==> config.mk <==
export PLATFORM = sky130hd
export DESIGN_NAME = clock_enable_generator
export DESIGN_NICKNAME = d
export VERILOG_FILES = /design/src/rtl/clock_enable_pkg.sv /design/src/rtl/clock_enable_channel.sv /design/src/rtl/clock_enable_generator.sv
export SDC_FILE = /design/constraint.sdc
export NUM_CORES = 1
export LEC_CHECK = 0
export CORE_MARGIN = 2
export CORE_UTILIZATION = 53
export DETAILED_ROUTE_END_ITERATION = 8
export GPL_ROUTABILITY_DRIVEN = 0
export PLACE_DENSITY = 0.78
export SYNTH_ARGS = -nofsm -noshare
export SYNTH_HDL_FRONTEND = slang
export SYNTH_HIERARCHICAL = 1
export SYNTH_SLANG_ARGS = --single-unit
==> constraint.sdc <==
create_clock -name clock -period 2.3 [get_ports clock]
set_input_delay 0.23 -clock clock [delete_from_list [all_inputs] [get_ports clock]]
set_output_delay 0.23 -clock clock [all_outputs]
set_load 0.1 [all_outputs]
==> src/rtl/clock_enable_pkg.sv <==
// Shared definitions for the clock-enable generator.
//   state_t      : controller states (HOLD while reset is stretched, IDLE, RUN)
//   divider_t    : divide/phase value at the default DIVIDER_WIDTH
//   MAX_CHANNELS : largest supported channel count
package clock_enable_pkg;

  typedef enum logic [1:0] {
    HOLD = 2'd0,
    IDLE = 2'd1,
    RUN  = 2'd2
  } state_t;

  localparam int DIVIDER_WIDTH_DEFAULT = 16;
  typedef logic [DIVIDER_WIDTH_DEFAULT-1:0] divider_t;

  localparam int MAX_CHANNELS = 16;

endpackage

==> src/rtl/clock_enable_channel.sv <==
// One tick channel: latched divide ratio (and start phase when
// CLOCK_ENABLE_PHASE_EN is defined), a free-running counter and a
// registered one-cycle tick.
// Ports:
//   clock, reset : system clock, synchronous active-high reset
//   load         : latch divide (and phase); counter restarts at the phase
//   run          : advance the counter this edge; otherwise hold at phase
//   divide       : new divide ratio D (0 disables the channel)
//   phase        : new start offset (only with CLOCK_ENABLE_PHASE_EN)
//   tick         : registered clock-enable, high one cycle every D edges
module clock_enable_channel
  import clock_enable_pkg::*;
#(
  parameter int DIVIDER_WIDTH = 16
) (
  input  logic                     clock,
  input  logic                     reset,
  input  logic                     load,
  input  logic                     run,
  input  logic [DIVIDER_WIDTH-1:0] divide,
`ifdef CLOCK_ENABLE_PHASE_EN
  input  logic [DIVIDER_WIDTH-1:0] phase,
`endif
  output logic                     tick
);

  logic [DIVIDER_WIDTH-1:0] div_q;
  logic [DIVIDER_WIDTH-1:0] cnt_q;
  logic [DIVIDER_WIDTH-1:0] ph_new;
  logic [DIVIDER_WIDTH-1:0] ph_cur;
  logic                     tick_q;

`ifdef CLOCK_ENABLE_PHASE_EN
  logic [DIVIDER_WIDTH-1:0] ph_q;

  // A start offset at or beyond D would never match D-1; pin it to D-1.
  function automatic logic [DIVIDER_WIDTH-1:0] clamp_phase(
    input logic [DIVIDER_WIDTH-1:0] d,
    input logic [DIVIDER_WIDTH-1:0] p
  );
    if (d == '0)     return '0;
    else if (p >= d) return d - DIVIDER_WIDTH'(1);
    else             return p;
  endfunction

  assign ph_new = clamp_phase(divide, phase);
  assign ph_cur = ph_q;

  always_ff @(posedge clock) begin
    if (reset)     ph_q <= '0;
    else if (load) ph_q <= ph_new;
  end
`else
  assign ph_new = '0;
  assign ph_cur = '0;
`endif

  always_ff @(posedge clock) begin
    if (reset) begin
      div_q  <= '0;
      cnt_q  <= '0;
      tick_q <= 1'b0;
    end else if (load) begin
      // Restart edge: never issues a tick.
      div_q  <= divide;
      cnt_q  <= ph_new;
      tick_q <= 1'b0;
    end else if (run) begin
      if (div_q == '0) begin
        cnt_q  <= '0;
        tick_q <= 1'b0;
      end else if (cnt_q == div_q - DIVIDER_WIDTH'(1)) begin
        cnt_q  <= '0;
        tick_q <= 1'b1;
      end else begin
        cnt_q  <= cnt_q + DIVIDER_WIDTH'(1);
        tick_q <= 1'b0;
      end
    end else begin
      cnt_q  <= ph_cur;
      tick_q <= 1'b0;
    end
  end

  assign tick = tick_q;

endmodule

==> src/rtl/clock_enable_generator.sv <==
// Clock-enable generator: stretches the incoming synchronous reset and
// drives CHANNELS independent divide-by-D tick channels.
// Optional feature macro: CLOCK_ENABLE_PHASE_EN adds the per-channel
// phase input (start offset, latched with load).
// Ports:
//   clock     : system clock
//   reset     : synchronous active-high reset
//   enable    : 1 = run channels, 0 = idle
//   load      : one-cycle pulse latching divide (and phase)
//   divide    : CHANNELS x DIVIDER_WIDTH divide ratios
//   phase     : CHANNELS x DIVIDER_WIDTH start offsets (optional)
//   reset_out : stretched reset, low RESET_CYCLES edges after reset falls
//   running   : high while in RUN
//   tick      : per-channel registered clock-enables
module clock_enable_generator
  import clock_enable_pkg::*;
#(
  parameter int CHANNELS      = 4,
  parameter int DIVIDER_WIDTH = 16,
  parameter int RESET_CYCLES  = 4
) (
  input  logic                              clock,
  input  logic                              reset,
  input  logic                              enable,
  input  logic                              load,
  input  logic [CHANNELS*DIVIDER_WIDTH-1:0] divide,
`ifdef CLOCK_ENABLE_PHASE_EN
  input  logic [CHANNELS*DIVIDER_WIDTH-1:0] phase,
`endif
  output logic                              reset_out,
  output logic                              running,
  output logic [CHANNELS-1:0]               tick
);

  localparam int HOLD_W = $clog2(RESET_CYCLES + 1);

  state_t              state, state_nxt;
  logic [HOLD_W-1:0]   hold_cnt;
  logic                ch_load;
  logic                ch_run;

  always_comb begin
    state_nxt = state;
    case (state)
      HOLD:    if (hold_cnt == HOLD_W'(RESET_CYCLES - 1)) state_nxt = IDLE;
      IDLE:    if (enable)  state_nxt = RUN;
      RUN:     if (!enable) state_nxt = IDLE;
      default: state_nxt = HOLD;
    endcase
  end

  always_ff @(posedge clock) begin
    if (reset) begin
      state     <= HOLD;
      hold_cnt  <= '0;
      reset_out <= 1'b1;
      running   <= 1'b0;
    end else begin
      state     <= state_nxt;
      if (state == HOLD) hold_cnt <= hold_cnt + HOLD_W'(1);
      // Outputs registered from the next state so they change on the
      // same edge as the state itself.
      reset_out <= (state_nxt == HOLD);
      running   <= (state_nxt == RUN);
    end
  end

  // Load is ignored while the reset is still being stretched; channels
  // advance only on edges that stay in RUN.
  assign ch_load = load && (state != HOLD);
  assign ch_run  = (state == RUN) && enable;

  for (genvar i = 0; i < CHANNELS; i++) begin : g_ch
    clock_enable_channel #(
      .DIVIDER_WIDTH(DIVIDER_WIDTH)
    ) u_ch (
      .clock  (clock),
      .reset  (reset),
      .load   (ch_load),
      .run    (ch_run),
      .divide (divide[i*DIVIDER_WIDTH +: DIVIDER_WIDTH]),
`ifdef CLOCK_ENABLE_PHASE_EN
      .phase  (phase[i*DIVIDER_WIDTH +: DIVIDER_WIDTH]),
`endif
      .tick   (tick[i])
    );
  end

endmodule

# == Word level (Yosys, flattened, before mapping) ==
# Cells that the tools add are included.
# op_classes
bitwise,1
reduce_logical,17
muxes,8
n_eq_ne,8
add_sub_neg,9
# op_table
cell,count
"adder 16 x 1 -> 16 bit, second input constant",4
equality test 16 bit,4
logical NOT 16 bit,4
"subtractor 16 x 1 -> 16 bit, second input constant",4
OR reduction 5 bit,4
OR reduction 4 bit,4
2-to-1 mux 2 bit,3
case mux 2 bit (3 select lines),1
"equality test 2 bit, second input constant",2
logical NOT 2 bit,2
2-to-1 mux 1 bit,4
"adder 3 x 1 -> 3 bit, second input constant",1
"equality test 3 x 2 -> 1 bit, second input constant",1
"equality test 2 x 1 -> 1 bit, second input constant",1
logical AND 1 bit,2
nonzero test 2 bit,1
NOT 1 bit,1
# word_totals
ff_bits,139
inputBits,68
elab_cells,59
out_inout_bits,6

# == Logic depth before layout (Yosys ltp) ==
# logic_depth
ltp_word,4
ltp_mapped,10

# == By module ==
# Netlist, hierarchy kept.
# modules_own_cells
mod,area_each_um2,instances,cells_each,seq_area_each_um2
clock_enable_channel,1988.2,4,225,660.6
clock_enable_generator,317.8,1,31,140.1

# == Least setup slack after synthesis ==
# OpenSTA, ideal clock, no wires.
# synth_timing
path_type,flip-flop to flip-flop
from,register g_ch[0].u_ch.div_q[3]
to,register g_ch[0].u_ch.cnt_q[13]
path_stages_with_launch,10
setup_time_ns,0.119
arrival_time_ns,2.152
path_slack_ns,0.029
cell_sequence,dfxtp_1 > buf_6 > or4_4 > nor4_4 > mux2_1 > a211oi_1 > and4_1 > buf_6 > buf_12 > nor3_2
# synth_via
elab_chain_cells,3
word_cells_on_any_way,4
cone_classes,add/sub (1); eq/ne (1); reduce/logical (2)
# synth_rtl
element,line_no,source
start: declaration,clock_enable_channel.sv:27,logic [DIVIDER_WIDTH-1:0] div_q;
start signal: assignment,clock_enable_channel.sv:65,div_q <= divide;
subtractor 16 x 1 -> 16 bit,clock_enable_channel.sv:72,end else if (cnt_q == div_q - DIVIDER_WIDTH'(1)) begin
equality test 16 bit,clock_enable_channel.sv:72,
OR reduction 5 bit (no line) *,--,
end signal: assignment,clock_enable_channel.sv:66,cnt_q <= ph_new;
end signal: assignment,clock_enable_channel.sv:76,cnt_q <= cnt_q + DIVIDER_WIDTH'(1);
end signal: assignment,clock_enable_channel.sv:80,cnt_q <= ph_cur;
end: declaration,clock_enable_channel.sv:28,logic [DIVIDER_WIDTH-1:0] cnt_q;
# Every way passes the cells marked *; elsewhere a longest branch is shown, timed or not.
# A chain may end at the register's enable or synchronous reset.

# == Worst setup path in the final report ==
# layout_timing
from,register g_ch[1].u_ch.div_q[3]
to,register g_ch[1].u_ch.cnt_q[6]
# layout_via
elab_chain_cells,3
word_cells_on_any_way,4
cone_classes,add/sub (1); eq/ne (1); reduce/logical (2)
# layout_rtl
element,line_no
start: declaration,clock_enable_channel.sv:27
start signal: assignment,clock_enable_channel.sv:65
subtractor 16 x 1 -> 16 bit,clock_enable_channel.sv:72
equality test 16 bit,clock_enable_channel.sv:72
OR reduction 5 bit (no line) *,--
end signal: assignment,clock_enable_channel.sv:66
end signal: assignment,clock_enable_channel.sv:76
end signal: assignment,clock_enable_channel.sv:80
end: declaration,clock_enable_channel.sv:28
# Marked as above.

==> flow_metrics.tcl <==
set metrics [dict create \
    hold_viol_final 0 \
    critPathMaxFanout 16 \
    cap_violations 0 \
    slowest_stage "or4_4" \
    relSlewSlack 0.685 \
    fp.dieW_um 129 \
    postCtsHoldBufs 0 \
    drt_iter0_markers 717 \
    path_class "flip-flop to flip-flop" \
    cpLargestDelayFamily "simple AND/OR/NAND/NOR gates" \
    antenna_found_initial 1 \
    rows 45 \
    root_buffer "clkbuf_16" \
    grt_pass1_vias 6859 \
    drt-pass1-iter-count 5 \
    setup_viol 0 \
    status "complete, no violations" \
    fin_cells 1242 \
    synthesis.nets 1009 \
    ys_warn_count 6 \
    io-pin-count 74 \
    path_cells "or4_4 -> nor4_4 -> mux2_4 -> a211oi_2 -> and4_4 -> buf_12 -> nor3_1" \
    drive_gt1_frac 0.173 \
    fin_crit_sh 0.996 \
    start_util 0.544 \
    dp_cells 1208 \
    seq_area_frac_synth 0.336 \
    ys_async_sr_fraction 0 \
    irDropWorstVdd_mv 0.551 \
    timing.fmax_mhz 436 \
    worstPathRequired_ps 2610 \
    port_buffers 73 \
    synth-seq-cells 139 \
    final_common_cell "dfxtp_1" \
    critPathArrivalTime_ps 2600 \
    max-clock-path-buffers 2 \
    tns_ps 0 \
    worstHoldPathType "primary input to flip-flop" \
    synth-edff-count 0 \
    dieArea_mm2 0.0166 \
    syn_area_mm2 0.00827 \
    power.density_mw_per_mm2 617 \
    path_clk_slew_ps 60 \
    viasPerCell 5.82 \
    fin_worst_skew_ps 8.02 \
    cts_htree_levels 4 \
    end_kind "flip-flop" \
    cpPeakStageDelay_ps 560 \
    pre_cts_slack_ps 30.0 \
    num_antenna_cells 0 \
    area_delta_synth_final_pct 23.4 \
    post-route-util 0.671 \
    fin_crit_ps 2290 \
    ys.flop_type "dfxtp_1" \
    drc_errors 0 \
    cp.buffers_inverters 1 \
    finalMaxSlewViolations 0 \
    synth_cells 931 \
    grt_max_degree 33 \
    finalWirelength_um 20300 \
    setup.worst_path.start_class "flip-flop" \
    clk_latency_ps 420 \
    routedWlPerCell_um 16.4 \
    grt_pass1_wl_um 32700 \
    grtUsageTotal 0.243 \
    die_y_um 129 \
    synth_largest_area_cell "dfxtp_1" \
    vias 7232 \
    avgSynthCellArea_um2 8.88 \
    gr-total-overflow 0 \
    hpwl_um 14200 \
    synth_top_area_frac 0.336 \
    final_cell_mix "dfxtp_1 (137), nor2_1 (108), xor2_1 (72), clkdlybuf4s50_1 (66), mux2i_1 (64)" \
    p_leak_nw 3.77 \
    post_cts_buffers 0 \
    max_slew.worst_pin.slew_ps 468 \
    drtAntennaViolNets 0 \
    tritoncts "built" \
    coreArea_mm2 0.0152 \
    yosysUniqueCellTypes 50 \
    synth_area_leaders "dfxtp_1 (34%), mux2i_1 (7.7%), xor2_1 (7.6%)" \
    nets 1120 \
    cts_sinks 139 \
    fin_ws_ps 8.05 \
    cts_buffers 17 \
]
-- registers in the layout (all words and copies together) (netlist names) --
register / flops
g_ch.u_ch/cnt_q: 64
g_ch.u_ch/div_q: 64
g_ch.u_ch/tick: 4
hold_cnt: 3
reset_out: 1
running: 1
state: 2
-- layer usage --
layer / wire length (um) / GRT usage / vias to the layer above / part of all wire
met5: 13 / 0 / - / 0.00064
met1: 9110 / 0.324 / 3431 / 0.45
met3: 1060 / 0.0482 / 23 / 0.052
li1: - / - / 3551 / -
met4: 210 / 0.0550 / 2 / 0.010
met2: 9950 / 0.409 / 225 / 0.49
-- stage by stage --
step,area [um^2],hold slack (ps),total power [mW]
floorplan,8270,333,3.26
global placement,9440,460,3.58
detailed placement,9440,470,3.60
CTS,10000,203,6.30
global route,10200,227,6.55
finish,10200,228,6.29
-- final cells by class --
type	count	area (um^2)
clock inverter	11	121
fill	1197	5000
inverter	37	139
clock buffer	20	457
tap	188	235
timing repair buffer	139	1330
multi-input combinational	708	5130
sequential	139	2790
-- final timing paths --
check                                     start                                 end  slack [ps]  cells past startpoint
min                                       reset  g_ch[3].u_ch/div_q[4]$_SDFFE_PP0P_         230                      2
max reg2reg  g_ch[1].u_ch/div_q[3]$_SDFFE_PP0P_    g_ch[1].u_ch/cnt_q[6]$_SDFF_PP0_           8                      7
max          g_ch[1].u_ch/div_q[3]$_SDFFE_PP0P_    g_ch[1].u_ch/cnt_q[6]$_SDFF_PP0_           8                      7
min reg2reg            hold_cnt[2]$_SDFFE_PP0P_            hold_cnt[2]$_SDFFE_PP0P_         480                      2
-- cell usage after synthesis, drive strengths merged (5+ instances only) --
master,instances
nand3,40
a31oi,12
and3b,5
or3,6
or3b,5
xnor2,61
nor2b,12
o21a,13
ha,10
mux2i,64
dfxtp,139
nor3,80
inv,37
nor2,108
and3,8
clkbuf,24
a21oi,12
nand4,28
or4,12
and4,8
buf,23
xor2,72
nor3b,6
nor4b,12
nand2,36
o21ai,19
nor4,20
a211oi,16
-- repair_timing --
| action | in CTS | in global routing |
|---|---|---|
| resized for setup | 0 | 34 |
| setup endpoints to repair | 0 | 65 |
| endpoints found under the hold margin | 0 | 0 |
-- power breakdown --
part | switching (mW) | internal [mW] | total [mW] | leakage [nW]
clock network | 1.03 | 1.64 | 2.67 | 0.270
logic | 0.533 | 0.569 | 1.10 | 2.38
registers | 0.0570 | 2.46 | 2.52 | 1.12
total | 1.62 | 4.67 | 6.29 | 3.77
-- kinds of logic after synthesis --
| group | synth area share |
|---|---|
| flops | 0.336 |
| mux | 0.0829 |
| buf+inv | 0.0570 |
| simple gates | 0.289 |
| compound gates | 0.0784 |
| fa+ha+maj | 0.0151 |
| xor+xnor | 0.141 |
Power figures use the tool's default switching activity.
